## src/rtl/tlb_op_sequencer.sv

```systemverilog
// Sequences tlbp/tlbr/tlbwi/tlbwr against a single-port, synchronous-read
// TLB array, stalling MEM and handing one-cycle results to CP0.
module tlb_op_sequencer #(
    parameter int TLB_LINE_NUM = 16,
    parameter int IDX_W        = $clog2(TLB_LINE_NUM)
) (
    input  logic             clk,
    input  logic             rst,
    input  logic             op_valid,
    input  logic [3:0]       op_type,
    input  logic             flush,
    input  logic             stage_advance,
    input  logic [31:0]      index_i,
    input  logic [31:0]      random_i,
    input  logic [31:0]      entry_hi_i,
    input  logic [31:0]      page_mask_i,
    input  logic [31:0]      entry_lo0_i,
    input  logic [31:0]      entry_lo1_i,
    output logic [IDX_W-1:0] tlb_rd_idx,
    input  logic [31:0]      tlb_rd_hi,
    input  logic [31:0]      tlb_rd_mask,
    input  logic [31:0]      tlb_rd_lo0,
    input  logic [31:0]      tlb_rd_lo1,
    output logic             tlb_we,
    output logic [IDX_W-1:0] tlb_wr_idx,
    output logic [31:0]      tlb_wr_hi,
    output logic [31:0]      tlb_wr_mask,
    output logic [31:0]      tlb_wr_lo0,
    output logic [31:0]      tlb_wr_lo1,
    output logic             stall_o,
    output logic [3:0]       tlb_type_o,
    output logic [31:0]      index_o,
    output logic [31:0]      entry_hi_o,
    output logic [31:0]      page_mask_o,
    output logic [31:0]      entry_lo0_o,
    output logic [31:0]      entry_lo1_o
);

    localparam logic [2:0] S_IDLE     = 3'd0;
    localparam logic [2:0] S_WRITE    = 3'd1;
    localparam logic [2:0] S_RD_ISSUE = 3'd2;
    localparam logic [2:0] S_RD_CAP   = 3'd3;
    localparam logic [2:0] S_PROBE    = 3'd4;
    localparam logic [2:0] S_DONE     = 3'd5;

    localparam logic [IDX_W-1:0] LAST_IDX = IDX_W'(TLB_LINE_NUM - 1);

    logic [2:0]       state_q;
    logic [2:0]       state_d;
    logic [3:0]       type_q;
    logic [IDX_W-1:0] idx_q;
    logic [31:0]      hi_q;
    logic [31:0]      mask_q;
    logic [31:0]      lo0_q;
    logic [31:0]      lo1_q;
    logic [IDX_W-1:0] probe_idx_q;
    logic [IDX_W-1:0] cmp_idx_q;
    logic             miss_q;
    logic             first_q;
    logic [31:0]      index_q;
    logic [31:0]      ehi_q;
    logic [31:0]      pmask_q;
    logic [31:0]      elo0_q;
    logic [31:0]      elo1_q;

    logic [3:0]  sel_type;
    logic        accept;
    logic [11:0] rd_mask;
    logic        rd_g;
    logic        vpn_hit;
    logic        asid_hit;
    logic        hit;
    logic [31:0] cap_hi;
    logic [31:0] cap_lo0;
    logic [31:0] cap_lo1;
    logic        unused_bits;

    assign unused_bits = ^{index_i[31:IDX_W], random_i[31:IDX_W]};

    // Several bits set: tlbp wins, then tlbr, tlbwi, tlbwr.
    always_comb begin
        sel_type = 4'b0000;
        priority case (1'b1)
            op_type[0]: sel_type = 4'b0001;
            op_type[1]: sel_type = 4'b0010;
            op_type[2]: sel_type = 4'b0100;
            op_type[3]: sel_type = 4'b1000;
            default:    sel_type = 4'b0000;
        endcase
    end

    assign accept = (state_q == S_IDLE) & op_valid
                  & (|op_type) & ~flush;

    assign rd_mask  = tlb_rd_mask[24:13];
    assign rd_g     = tlb_rd_lo0[0] & tlb_rd_lo1[0];
    assign vpn_hit  = ((tlb_rd_hi[31:13] ^ hi_q[31:13])
                    & ~{7'b0, rd_mask}) == 19'b0;
    assign asid_hit = tlb_rd_hi[7:0] == hi_q[7:0];
    assign hit      = vpn_hit & (rd_g | asid_hit);

    assign cap_hi  = {tlb_rd_hi[31:13] & ~{7'b0, rd_mask},
                      tlb_rd_hi[12:0]};
    assign cap_lo0 = {tlb_rd_lo0[31:30],
                      tlb_rd_lo0[29:6] & ~{12'b0, rd_mask},
                      tlb_rd_lo0[5:1], rd_g};
    assign cap_lo1 = {tlb_rd_lo1[31:30],
                      tlb_rd_lo1[29:6] & ~{12'b0, rd_mask},
                      tlb_rd_lo1[5:1], rd_g};

    always_comb begin
        state_d = state_q;
        unique case (state_q)
            S_IDLE: begin
                if (accept) begin
                    if (sel_type[0])      state_d = S_PROBE;
                    else if (sel_type[1]) state_d = S_RD_ISSUE;
                    else                  state_d = S_WRITE;
                end
            end
            S_WRITE:    state_d = S_DONE;
            S_RD_ISSUE: state_d = S_RD_CAP;
            S_RD_CAP:   state_d = S_DONE;
            S_PROBE: begin
                if (miss_q | hit) state_d = S_DONE;
            end
            S_DONE: begin
                if (!(op_valid & ~stage_advance)) state_d = S_IDLE;
            end
            default: state_d = S_IDLE;
        endcase
        if (flush) state_d = S_IDLE;
    end

    always_ff @(posedge clk) begin
        if (rst) begin
            state_q     <= S_IDLE;
            type_q      <= 4'b0;
            idx_q       <= '0;
            hi_q        <= 32'b0;
            mask_q      <= 32'b0;
            lo0_q       <= 32'b0;
            lo1_q       <= 32'b0;
            probe_idx_q <= '0;
            cmp_idx_q   <= '0;
            miss_q      <= 1'b0;
            first_q     <= 1'b0;
            index_q     <= 32'b0;
            ehi_q       <= 32'b0;
            pmask_q     <= 32'b0;
            elo0_q      <= 32'b0;
            elo1_q      <= 32'b0;
        end else begin
            state_q <= state_d;
            first_q <= (state_d == S_DONE) && (state_q != S_DONE);
            if (accept) begin
                type_q      <= sel_type;
                idx_q       <= sel_type[3] ? random_i[IDX_W-1:0]
                                           : index_i[IDX_W-1:0];
                hi_q        <= entry_hi_i;
                mask_q      <= page_mask_i;
                lo0_q       <= entry_lo0_i;
                lo1_q       <= entry_lo1_i;
                // entry 0 is read during the accept cycle itself
                probe_idx_q <= IDX_W'(1);
                cmp_idx_q   <= '0;
                miss_q      <= 1'b0;
            end
            if (state_q == S_PROBE && !flush) begin
                if (miss_q) begin
                    index_q <= 32'h8000_0000;
                end else if (hit) begin
                    index_q <= {{(32-IDX_W){1'b0}}, cmp_idx_q};
                end else begin
                    if (cmp_idx_q == LAST_IDX) miss_q <= 1'b1;
                    else cmp_idx_q <= cmp_idx_q + IDX_W'(1);
                    if (probe_idx_q != LAST_IDX)
                        probe_idx_q <= probe_idx_q + IDX_W'(1);
                end
            end
            if (state_q == S_RD_CAP && !flush) begin
                ehi_q   <= cap_hi;
                pmask_q <= tlb_rd_mask;
                elo0_q  <= cap_lo0;
                elo1_q  <= cap_lo1;
            end
            if (state_d == S_IDLE) begin
                probe_idx_q <= '0;
                cmp_idx_q   <= '0;
                miss_q      <= 1'b0;
            end
        end
    end

    assign stall_o    = accept
                      | ((state_q != S_IDLE) && (state_q != S_DONE));
    assign tlb_we     = (state_q == S_WRITE) & ~flush;
    assign tlb_type_o = ((state_q == S_DONE) && first_q && !flush)
                      ? type_q : 4'b0;
    assign tlb_rd_idx = (state_q == S_RD_ISSUE) ? idx_q : probe_idx_q;

    assign tlb_wr_idx  = idx_q;
    assign tlb_wr_hi   = hi_q;
    assign tlb_wr_mask = mask_q;
    assign tlb_wr_lo0  = lo0_q;
    assign tlb_wr_lo1  = lo1_q;

    assign index_o     = index_q;
    assign entry_hi_o  = ehi_q;
    assign page_mask_o = pmask_q;
    assign entry_lo0_o = elo0_q;
    assign entry_lo1_o = elo1_q;

endmodule

```

## config.mk

```make
export PLATFORM = sky130hd
export DESIGN_NAME = tlb_op_sequencer
export DESIGN_NICKNAME = d
export VERILOG_FILES = /design/src/rtl/tlb_op_sequencer.sv
export SDC_FILE = /design/constraint.sdc
export NUM_CORES = 1
export LEC_CHECK = 0
export CAP_MARGIN = 15
export CORE_AREA = 2 2 243 245
export DETAILED_ROUTE_END_ITERATION = 16
export DIE_AREA = 0 0 245 247
export HOLD_SLACK_MARGIN = 0.02
export PLACE_DENSITY = 0.52
export SLEW_MARGIN = 10
export SYNTH_ARGS = -nofsm -noshare
export SYNTH_HDL_FRONTEND = slang
export SYNTH_SLANG_ARGS = --single-unit
```

## constraint.sdc

```tcl
create_clock -name clk -period 2.8 [get_ports clk]
set_input_delay 0.42 -clock clk [delete_from_list [all_inputs] [get_ports clk]]
set_output_delay 0.42 -clock clk [all_outputs]
set_load 0.05 [all_outputs]
```

==> results.toml <==
[worst_hold_path]
min_path_type = "input port to flip-flop"

[drt]
dr.pass1.iters = 5
avgRoutedWirePerCell_um = 17.3
viasPerCell = 4.19
vias = 11200
wirelength_um = 46300
drc = 0
antenna_left = 0
drt_iter0_drc = 387

[finish]
drive_gt1_frac = 0.0619
final_common_cell = "clkdlybuf4s50_1"
fin_nets = 2217
instances_no_fill = 2681
layout_common_cells = "clkdlybuf4s50_1, nand2_1, dfxtp_1"
syn_to_final_growth_pct = 70.8
fillers = 6060

[clock_network]
cts_buffers = 35
root_buffer = "clkbuf_16"
path_clk_slew_ns = 0.06
cts_sinks = 281
cts_max_level = 2
tritoncts = "done"
clockBufferDepth = 3
post_cts_buffers = 0
clk_latency_ns = 0.54

[setup_path]
worstSetupEndpointType = "flip-flop"
critPathLaunchType = "flip-flop"
r2r_end = "probe_idx_q[0]"
path_max_fanout = 10
crit_chain = "xnor2_1 -> nand4_1 -> buf_4 -> or4_1 -> o311a_1 -> a211oi_1 -> a311oi_1"
cp_slowest_stage_delay_ns = 0.61
worstPathArrival_ns = 3.03
critPathSlowestCell = "or4_1"
r2r_start = "tlb_wr_hi[29]"
rr_worst_depth = 7
crit_required_ns = 3.19
reg2reg_slack_ns = 0.15
critPathLaunch = "tlb_wr_hi[29]"
critPathKind = "flip-flop to flip-flop"
endpoint = "probe_idx_q[0]"

[synth]
synth_top_family_by_area = "simple AND/OR/NAND/NOR gates"
synth_area_mm2 = 0.0108
synth_compound_area_frac = 0.160
ys_types = 47
synth-seq-cells = 281
synth.avg_cell_area_um2 = 7.96
synth-simple-area-share = 0.225
synthMuxAreaShare = 0.00988
synth_xor_xnor_area_share = 0.0228
synth_edf_count = 0
yosys_most_used_dff = "dfxtp_1"
yosysSeqAreaShare = 0.523
async_reset_ff_frac = 0
yosysWarningCount = 0
yosys.area_share.adder = 0.00232
postSynthCellCount = 1352

[place]
dpl.hpwl_um = 34100
finalWeightedCongestion = 0.826
place_inst = 2622
port_buffers = 547

[power]
powerDensity_mw_per_mm2 = 550
pwr-share-clk = 0.440
netSwitchingPower_w = 0.00270
p_leak_nw = 6.24
power_w = 0.0101
p_seq_frac = 0.412
pwr-share-comb = 0.149
ir_worst_vdd_mv = 0.354
power.internal_w = 0.00742
switching_share = 0.267

[timing]
finalCritPeriodShare = 0.945
slew_viol_final = 0
fin_crit_ns = 2.65
finClkSkew_ns = 0.0161
clock.fmax_ghz = 0.378
tightest_slew_ns = 0.750
final-setup-viol-count = 0
hold_viol = 0
slew_headroom = 0.500
rsz0062_at_grt = "false"

[job]
maxCapViolations = 0

[grt]
grt_pass1_wl_um = 66900
grt_max_degree = 139
antenna_found_initial = 7
grt-ovfl-total = 0
grtUsageTotal = 0.146
grt_pass1_vias = 10800

[die]
initial_core_util = 0.185
num_rows = 89
die_h_um = 247
dieArea_mm2 = 0.0605
die_x_um = 245
fp.coreArea_mm2 = 0.0582
io_pins = 631

[status]
status = "finished, final reports clean"
power by group through the flow:
stage                     sequential (W)  combinational (W)  clock [W]
after global placement           0.00425            0.00151          0
after detailed placement         0.00425            0.00152          0
final                            0.00416            0.00150    0.00445
after CTS                        0.00416            0.00153    0.00468
after global routing             0.00417            0.00160    0.00481
after floorplan                  0.00457           0.000429          0
sequential cells by signal, indices dropped and copies added, names as in the netlist, 3 cells and up:
name	cells
entry_lo1_o	31
entry_hi_o	32
page_mask_o	32
entry_lo0_o	32
type_q	4
tlb_wr_mask	32
tlb_wr_idx	4
tlb_wr_lo1	32
probe_idx_q	4
tlb_wr_hi	32
cmp_idx_q	4
tlb_wr_lo0	32
state_q	3
index_o	5
worst min-delay path by stage:
stage / startpoint / to / slack, ns / cells past startpoint
detailed placement: entry_lo1_o[7] / entry_lo1_o[7] / 0.44 / 2
global route: rst / tlb_wr_lo1[2] / 0.39 / 2
CTS: rst / tlb_wr_lo1[15] / 0.36 / 2
floorplan: type_q[0] / type_q[0] / 0.44 / 2
finish: rst / tlb_wr_lo1[15] / 0.37 / 2
global placement: entry_lo0_o[8] / entry_lo0_o[8] / 0.44 / 2
logic make-up (layout without fill, tap and decap cells):
group,after synthesis,in the layout
other,1,29
AND/OR/NAND/NOR,582,582
AO/OA/AOI/OAI,321,321
flip-flops,281,281
adder cells (fa/ha/maj),2,2
buffers and inverters,127,655
XOR/XNOR,28,28
multiplexers,10,10
Yosys cell counts (all sizes together) (6+ instances only):
cell	count	share of area
nor2	18	0.0063
buf	56	0.032
clkbuf	65	0.023
xor2	9	0.0073
inv	6	0.0021
nand2	484	0.17
o21ai	9	0.0042
a211oi	6	0.0042
a21oi	272	0.13
nand4	7	0.0041
or3	6	0.0035
xnor2	19	0.015
o22ai	11	0.0064
nand3	11	0.0051
nand3b	36	0.025
dfxtp	281	0.52
worst max-delay path: cells and delay by family (launching register included):
kind	cells	cell delay, ns
xor+xnor	1	0.16
simple gates	2	0.84
buf+inv	1	0.21
compound gates	3	0.88
flops	1	0.40
metal layers:
layer  share of wire  track usage
met5          0.0011            0
met3           0.089       0.0518
met1            0.40        0.166
met4           0.025       0.0479
met2            0.49        0.254
repair_timing:
item / in CTS / in global routing
setup endpoints to repair: 2 / 0
hold buffers: 0 / 0
gates resized for setup: 2 / 0
metrics by stage:
step                       util  setup slack, ns  area (um^2)  hold WS (ns)  setup TNS, ns
after detailed placement  0.297           -0.375        17300         0.444          -3.01
after floorplan               -            0.424        10900         0.436              0
after global routing      0.316           0.0296        18400         0.393              0
final                     0.316            0.153        18400         0.369              0
after global placement    0.297           -0.324        17300         0.438          -2.79
after CTS                 0.316            0.109        18400         0.358              0
layout make-up:
cell class                      count  area [um^2]  share of cell area
Clock buffer                       50         1040              0.0568
Inverter                            6         22.5             0.00122
Multi-Input combinational cell    970         4660               0.254
Clock inverter                      7         60.1             0.00327
Antenna cell                        2         5.00            0.000272
Timing Repair Buffer              592         6000               0.326
Sequential cell                   281         5630               0.306
Tap cell                          773          967              0.0526
Power figures use the tool's default switching activity.
